[src/rtl/pipe_pkg.sv]
// Shared definitions for the fetch stage: redirect selects, FSM states, IF/ID layout.
// Pure declarations; no logic, no latency, no flow control.
// Every type and constant the fetch unit and its IF/ID register agree on lives here.
package pipe_pkg;

    localparam logic [1:0] PCS_SEQ = 2'b00;
    localparam logic [1:0] PCS_BR  = 2'b01;
    localparam logic [1:0] PCS_JR  = 2'b10;
    localparam logic [1:0] PCS_J   = 2'b11;

    localparam logic [31:0] NOP_INST_DEFAULT = 32'h0000_0000;

    typedef enum logic {
        FS_FETCH = 1'b0,
        FS_HOLD  = 1'b1
    } fstate_t;

    typedef struct packed {
        logic [31:0] inst;
        logic [31:0] dpc4;
        logic        dvalid;
    } ifid_t;

    function automatic logic [31:0] pc_plus4(input logic [31:0] pc);
        return pc + 32'd4;
    endfunction

endpackage

[src/rtl/if_id_reg.sv]
// IF/ID pipeline register {inst, dpc4, dvalid} with enable and bubble load.
// Latency: one cycle from load to output.
// Backpressure: en=0 holds every field; a bubble keeps dpc4 and clears dvalid.
module if_id_reg
    import pipe_pkg::*;
#(
    parameter logic [31:0] NOP_INST = NOP_INST_DEFAULT
) (
    input  logic        clock,
    input  logic        resetn,
    input  logic        en,
    input  logic        bubble,
    input  logic [31:0] inst_d,
    input  logic [31:0] dpc4_d,
    output ifid_t       q
);

    always_ff @(posedge clock or negedge resetn) begin
        if (!resetn) begin
            q <= '{inst: NOP_INST, dpc4: 32'h0, dvalid: 1'b0};
        end else if (en) begin
            if (bubble) begin
                q <= '{inst: NOP_INST, dpc4: q.dpc4, dvalid: 1'b0};
            end else begin
                q <= '{inst: inst_d, dpc4: dpc4_d, dvalid: 1'b1};
            end
        end
    end

endmodule

[src/rtl/pipe_fetch_unit.sv]
// IF stage: PC, variable-latency imem req/ack, one-word skid, delayed-branch redirect.
// Latency: ack at cycle N with wpcir=1 shows in IF/ID at N+1.
// Backpressure: wpcir=0 parks a returned word in the skid and drops imem_req until ID accepts it.
module pipe_fetch_unit
    import pipe_pkg::*;
#(
    parameter logic [31:0] RESET_PC = 32'h0000_0000,
    parameter logic [31:0] NOP_INST = NOP_INST_DEFAULT
) (
    input  logic        clock,
    input  logic        resetn,
    input  logic        wpcir,
    input  logic [1:0]  pcsource,
    input  logic [31:0] bpc,
    input  logic [31:0] da,
    input  logic [31:0] jpc,
    output logic        imem_req,
    output logic [31:0] imem_addr,
    input  logic        imem_ack,
    input  logic [31:0] imem_rdata,
    output logic [31:0] inst,
    output logic [31:0] dpc4,
    output logic        dvalid
);

    fstate_t     state, state_nxt;
    logic [31:0] pc, pc_nxt, pc4;
    logic [31:0] skid;
    logic [31:0] tgt_q, target;
    logic        redir_pend;
    logic        started;
    logic        ack_vld;
    logic        load_vld;
    logic        skid_load;
    logic        redir_acc;
    logic [31:0] load_word;
    ifid_t       ifid;

    // Request stays low for the first cycle after reset so a stale ack is ignored.
    assign imem_req  = started && (state == FS_FETCH);
    assign imem_addr = pc;
    assign ack_vld   = imem_ack && imem_req;
    assign pc4       = pc_plus4(pc);

    assign inst   = ifid.inst;
    assign dpc4   = ifid.dpc4;
    assign dvalid = ifid.dvalid;

    always_comb begin
        state_nxt = state;
        load_vld  = 1'b0;
        skid_load = 1'b0;
        load_word = imem_rdata;
        case (state)
            FS_FETCH: begin
                if (ack_vld) begin
                    if (wpcir) begin
                        load_vld = 1'b1;
                    end else begin
                        skid_load = 1'b1;
                        state_nxt = FS_HOLD;
                    end
                end
            end
            FS_HOLD: begin
                load_word = skid;
                if (wpcir) begin
                    load_vld  = 1'b1;
                    state_nxt = FS_FETCH;
                end
            end
            default: state_nxt = FS_FETCH;
        endcase
    end

    // Redirects only count when the branch is really resident in ID and ID is advancing.
    assign redir_acc = (pcsource != PCS_SEQ) && ifid.dvalid && wpcir;

    always_comb begin
        case (pcsource)
            PCS_BR:  target = bpc;
            PCS_JR:  target = da;
            PCS_J:   target = jpc;
            default: target = pc4;
        endcase
    end

    // PC moves only when the word at pc (the delay slot, if a branch is pending) is accepted.
    always_comb begin
        pc_nxt = pc;
        if (load_vld) begin
            if (redir_acc) begin
                pc_nxt = target;
            end else if (redir_pend) begin
                pc_nxt = tgt_q;
            end else begin
                pc_nxt = pc4;
            end
        end
    end

    always_ff @(posedge clock or negedge resetn) begin
        if (!resetn) begin
            state      <= FS_FETCH;
            pc         <= RESET_PC;
            skid       <= 32'h0;
            tgt_q      <= 32'h0;
            redir_pend <= 1'b0;
            started    <= 1'b0;
        end else begin
            state   <= state_nxt;
            pc      <= pc_nxt;
            started <= 1'b1;
            if (skid_load) begin
                skid <= imem_rdata;
            end
            if (load_vld) begin
                redir_pend <= 1'b0;
            end else if (redir_acc) begin
                redir_pend <= 1'b1;
                tgt_q      <= target;
            end
        end
    end

    if_id_reg #(
        .NOP_INST (NOP_INST)
    ) u_if_id (
        .clock  (clock),
        .resetn (resetn),
        .en     (wpcir),
        .bubble (!load_vld),
        .inst_d (load_word),
        .dpc4_d (pc4),
        .q      (ifid)
    );

endmodule

[config.mk]
export PLATFORM = sky130hd
export DESIGN_NAME = pipe_fetch_unit
export DESIGN_NICKNAME = d
export VERILOG_FILES = /design/src/rtl/pipe_pkg.sv /design/src/rtl/if_id_reg.sv /design/src/rtl/pipe_fetch_unit.sv
export SDC_FILE = /design/constraint.sdc
export NUM_CORES = 1
export LEC_CHECK = 0
export ABC_AREA = 1
export BUFFER_PORTS_ARGS = -buffer_cell sky130_fd_sc_hd__buf_2
export CAP_MARGIN = 15
export CORE_ASPECT_RATIO = 0.8
export CORE_UTILIZATION = 55
export CTS_BUF_LIST = sky130_fd_sc_hd__clkbuf_4
export CTS_CLUSTER_SIZE = 40
export DETAILED_ROUTE_END_ITERATION = 8
export PLACE_DENSITY = 0.83
export SYNTH_ARGS = -nofsm -noshare
export SYNTH_HDL_FRONTEND = slang
export SYNTH_SLANG_ARGS = --single-unit
[constraint.sdc]
create_clock -name clock -period 2.1 [get_ports clock]
set_input_delay 0.315 -clock clock [delete_from_list [all_inputs] [get_ports clock]]
set_output_delay 0.315 -clock clock [all_outputs]
set_load 0.005 [all_outputs]
== Word level (Yosys, flattened, before mapping) ==
Cells that the tools add are included.

* $add $sub $neg: 1
* Equality and inequality tests: 3
* Muxes and demuxes: 14
* Bitwise logic cells: 2
* Reduce and logical (&&, ||, !) cells: 8

{| class="wikitable"
|+ Operators with widths
! kind !! number
|-
| 32-bit 2-to-1 mux || 3
|-
| 32-bit case mux with 3 select lines || 1
|-
| 65-bit 2-to-1 mux || 1
|-
| 32-bit by 3-bit adder with 32-bit output, second input constant || 1
|-
| 1-bit 2-to-1 mux || 7
|-
| 2-bit == test, second input constant || 2
|-
| 1-bit logical AND || 4
|-
| 1-bit case mux with 2 select lines || 2
|-
| 2-bit AND reduction || 2
|-
| 2-bit nonzero test || 2
|-
| 2-bit by 1-bit == test with 1-bit output, second input constant || 1
|-
| 1-bit NOT || 2
|}

* Flip-flop bits (word level): 164
* Input port bits: 134
* Output and inout port bits: 98
* Logic and storage cells: 37

== Depth between registers and ports, before layout ==
* Depth after elaboration: 7
* Gate-level depth with buffers: 12
* Mapped depth without buffers: 12

== Cells and area by module ==
Synthesis repeated with hierarchy kept, for this count alone.

* Cells, all modules: 1253
* Area total of the unflattened synthesis: 8977.4 um2

{| class="wikitable"
|+ By module, submodules not included
! module !! times used !! cells an instance !! area each (um2) !! seq. area each (um2)
|-
| pipe_fetch_unit || 1 || 971 || 6369.9 || 2477.4
|-
| if_id_reg || 1 || 282 || 2607.5 || 1626.6
|}

== Worst setup path after synthesis ==
OpenSTA, ideal clock, no wires.

* Path kind: reg2reg
* Start: reg pc[3], in the netlist imem_addr[3]
* End: reg tgt_q[24]
* Library setup time: 132 ps
* Arrival time: 1425 ps
* Data required time: 1968 ps
* Slack: 543 ps
* Stages on the path, launching flop included: 11
* Path buffers: 0
* Clock period less this slack: 1557 ps
* Cells stage by stage: dfrtp_1 -> ha_1 -> nand2_2 -> nor2_4 -> nand2_1 -> nor2_2 -> nand2_1 -> nand2_1 -> nand2_1 -> a21oi_1 -> o21ai_1

* Cells in the longest elaborated chain, start to end: 2

{| class="wikitable"
|+ RTL lines
! what !! line !! source
|-
| start, declared || pipe_fetch_unit.sv:27 || <nowiki>logic [31:0] pc, pc_nxt, pc4;</nowiki>
|-
| start signal, assigned || pipe_fetch_unit.sv:112 || <nowiki>pc <= pc_nxt;</nowiki>
|-
| 32-bit by 3-bit adder with 32-bit output || pipe_pkg.sv:25 || <nowiki>return pc + 32'd4;</nowiki>
|-
| 32-bit case mux with 3 select lines || pipe_fetch_unit.sv:80 || <nowiki>case (pcsource)</nowiki>
|-
| end signal, assigned || pipe_fetch_unit.sv:121 || <nowiki>tgt_q <= target;</nowiki>
|-
| end, declared || pipe_fetch_unit.sv:29 || <nowiki>logic [31:0] tgt_q, target;</nowiki>
|}

No other way between the ends.
A chain may end at the register's enable or synchronous reset.

== Worst setup path in the final report ==
* Start: reg pc[3], in the netlist imem_addr[3]
* End: reg tgt_q[20]

The elaborated chain is that of the path after synthesis.

==> impl_metrics.toml <==
[outcome]
status = "complete, no violations"

[critical_path]
cp_top_family = "simple AND/OR/NAND/NOR gates"
start_kind = "flop"
crit_fanout = 5
arrival_ns = 2.37
cpMostUsedCell = "nand2_1"
crit_chain = "ha_1 > nand2_2 > nor2_4 > nand2_1 > nor2_2 > nand2_1 > nand2_1 > nand2_1 > a21oi_1 > o21ai_1"
worstPathRequired_ns = 2.54
path_buf_inv = 0
crit_path_max_incr_delay_ns = 0.45
end_kind = "flop"
crit_type = "flop to flop"
critPathSlowestCell = "dfrtp_1"

[clock_network]
post_cts_resized = 0
clk_latency_ns = 0.58
clkTransAtPathRegs_ns = 0.15
htreeDepth = 4
cts-root-buf = "clkbuf_4"
post_cts_buffers = 0
cts_tree = "done"
clockBufferDepth = 2
hold_buffers = 32
cts_buffers = 17
cts_num_sinks = 164

[timing]
worst_hold_slack_ns = 0.0494
clock_skew_ns = 0.0193
hold_viol = 0
grt_setup_unrepaired = "no"
setup_viol = 0
finalSetupTns_ns = 0
slew_violations = 0
post-route-min-period_ns = 1.93
worst_pin_slew_ns = 0.606
max-slew-margin-rel = 0.596
max_freq_ghz = 0.519
post-route-period-util = 0.918

[placement]
gp_congestion = 0.955
hpwl_um = 18100
place.port_buffers = 231
dp.cells = 1563

[logic_synthesis]
synth.top_cell.area_share = 0.471
synth_commonest_cells = "nand2_1, dfrtp_1, o21ai_0"
synth_area_leaders = "dfrtp_1, nand2_1, o21ai_0, nand3_1, inv_1"
yosysSeqAreaShare = 0.471
yosysWarnings = 0
async_flop_share = 1.00
syn_area_um2 = 8710
synth_flop_cell = "dfrtp_1"
synth_edf_count = 0
synth_seq_cells = 164
syn_nets = 1297
yosys.area.top_type = "dfrtp_1"
post_synth.cell_area_avg_um2 = 7.50
netlist_instances = 1162
synth.most_common_cell = "nand2_1"
yosysUniqueCellTypes = 36

[global_routing]
overflow = 0
antenna_found_initial = 1
grt_usage = 0.332
grt_max_degree = 79
grt_pass1_vias = 8269
grt_pass1_wl_um = 41900

[routing]
wire_per_inst_um = 16.2
ant_nets = 0
top_layer_used = "met4"
drt_iter0_markers = 1000
drc = 0
via_count = 9059
dr_wl_met2_um = 11900
drt-total-wl_um = 26300
detail_route.vias_per_cell = 5.56
firstDrtPassIters = 7
wl_met3_um = 2320
met1_length_um = 11500

[power_and_ir_drop]
power_density_nw_per_um2 = 918
max-vdd-ir-drop_mv = 0.725
p_int_mw = 6.20
switching_share = 0.372
p_comb_frac = 0.303
seq_power_share = 0.477
pwr-share-clk = 0.220
leakage_nw = 5.64
netSwitchingPower_mw = 3.67

[job]
maxCapViolCount = 0

[die]
dieHeight_um = 115
ios = 232
fp-row-count = 40
die-area_um2 = 16400
placeableCoreArea_um2 = 15300
die_w_um = 143
initial_core_util = 0.571

[cells_and_area]
drive_above_1_share = 0.224
final_nets = 1540
syn_to_final_growth_pct = 23.4
fin_cells = 1629

[worst_hold_path]
hp-class = "primary input to flop"
==> state kept, by name (all words and copies together) (netlist names) <==
signal and flops:
u_if_id.q 65, imem_addr 32, skid 32, tgt_q 32, redir_pend 1, started 1
state 1
==> routing by layer <==
layer  vias to the layer above  GRT usage
met1                      4249      0.471
met5                         -          0
li1                       4264          -
met4                         0      0.126
met2                       489      0.506
met3                        57     0.0657
==> power groups by stage <==
stage | Sequential (mW) | Clock (mW) | Combinational, mW
global placement | 4.71 | 0 | 2.81
detailed placement | 4.72 | 0 | 2.90
global route | 4.80 | 2.32 | 3.37
floorplan | 4.61 | 0 | 1.65
finish | 4.70 | 2.17 | 2.99
CTS | 4.67 | 2.19 | 2.96
==> per-stage QoR <==
| stage | util | instance area, um^2 | setup slack [ns] | power [mW] |
|---|---|---|---|---|
| after floorplan | - | 8710 | 0.543 | 6.26 |
| after global placement | 0.661 | 10100 | 0.335 | 7.52 |
| after detailed placement | 0.661 | 10100 | 0.245 | 7.62 |
| after CTS | 0.704 | 10700 | 0.204 | 9.82 |
| after global routing | 0.704 | 10800 | 0.0155 | 10.5 |
| final | 0.704 | 10800 | 0.173 | 9.87 |
==> final timing paths <==
kind	startpoint	end	slack [ns]	cells after the start
max in group asynchronous	resetn	tgt_q[21]	1.14	3
min in group asynchronous	resetn	imem_addr[3]	0.19	2
worst max register to register	imem_addr[3]	tgt_q[20]	0.17	10
worst min-delay path	imem_rdata[0]	skid[0]	0.05	3
worst min register to register	u_if_id.q[14]	u_if_id.q[14]	0.49	2
worst max-delay path	imem_addr[3]	tgt_q[20]	0.17	10
==> tightest hold or removal path: stages <==
cell and delay (ns):
buf_2 0.10, inv_1 0.06, o21ai_0 0.10
==> area by class of cell <==
class / count / area (um^2)
clock buffer: 18 / 135
inverter: 93 / 352
clock inverter: 14 / 196
sequential: 164 / 4110
tap: 210 / 263
timing repair buffer: 289 / 1730
multi-input combinational: 840 / 3970
fill: 1255 / 4510
antenna: 1 / 2.50
==> cell usage in the layout (no fill, tap or decap), drive strengths merged, types with 2 or more instances in the layout <==
cell type and n:
a211oi 2, a21oi 24, a22o 32, a31oi 10
and2 4, buf 256, bufinv 4, clkbuf 18
clkinv 6, dfrtp 164, dlygate4sd3 33, inv 96
nand2 424, nand3 65, nand3b 9, nand4 18
nor2 69, nor3 12, o211ai 4, o21a 5
o21ai 138, o22ai 2, o31ai 2, xor2 15
==> kinds of logic (layout without fill, tap and decap cells) <==
kind of cell               Yosys count  after routing  share of synthesized area
and+or+nand+nor                    603            603                      0.291
other                                1              2                   0.000430
xor gates and xnor gates            15             15                     0.0151
DFF                                164            164                      0.471
AOI/OAI and AO/OA                  220            220                      0.146
buffers and inverters              158            414                     0.0750
adders and majority gates            1              1                    0.00144
Power figures use the tool's default switching activity.
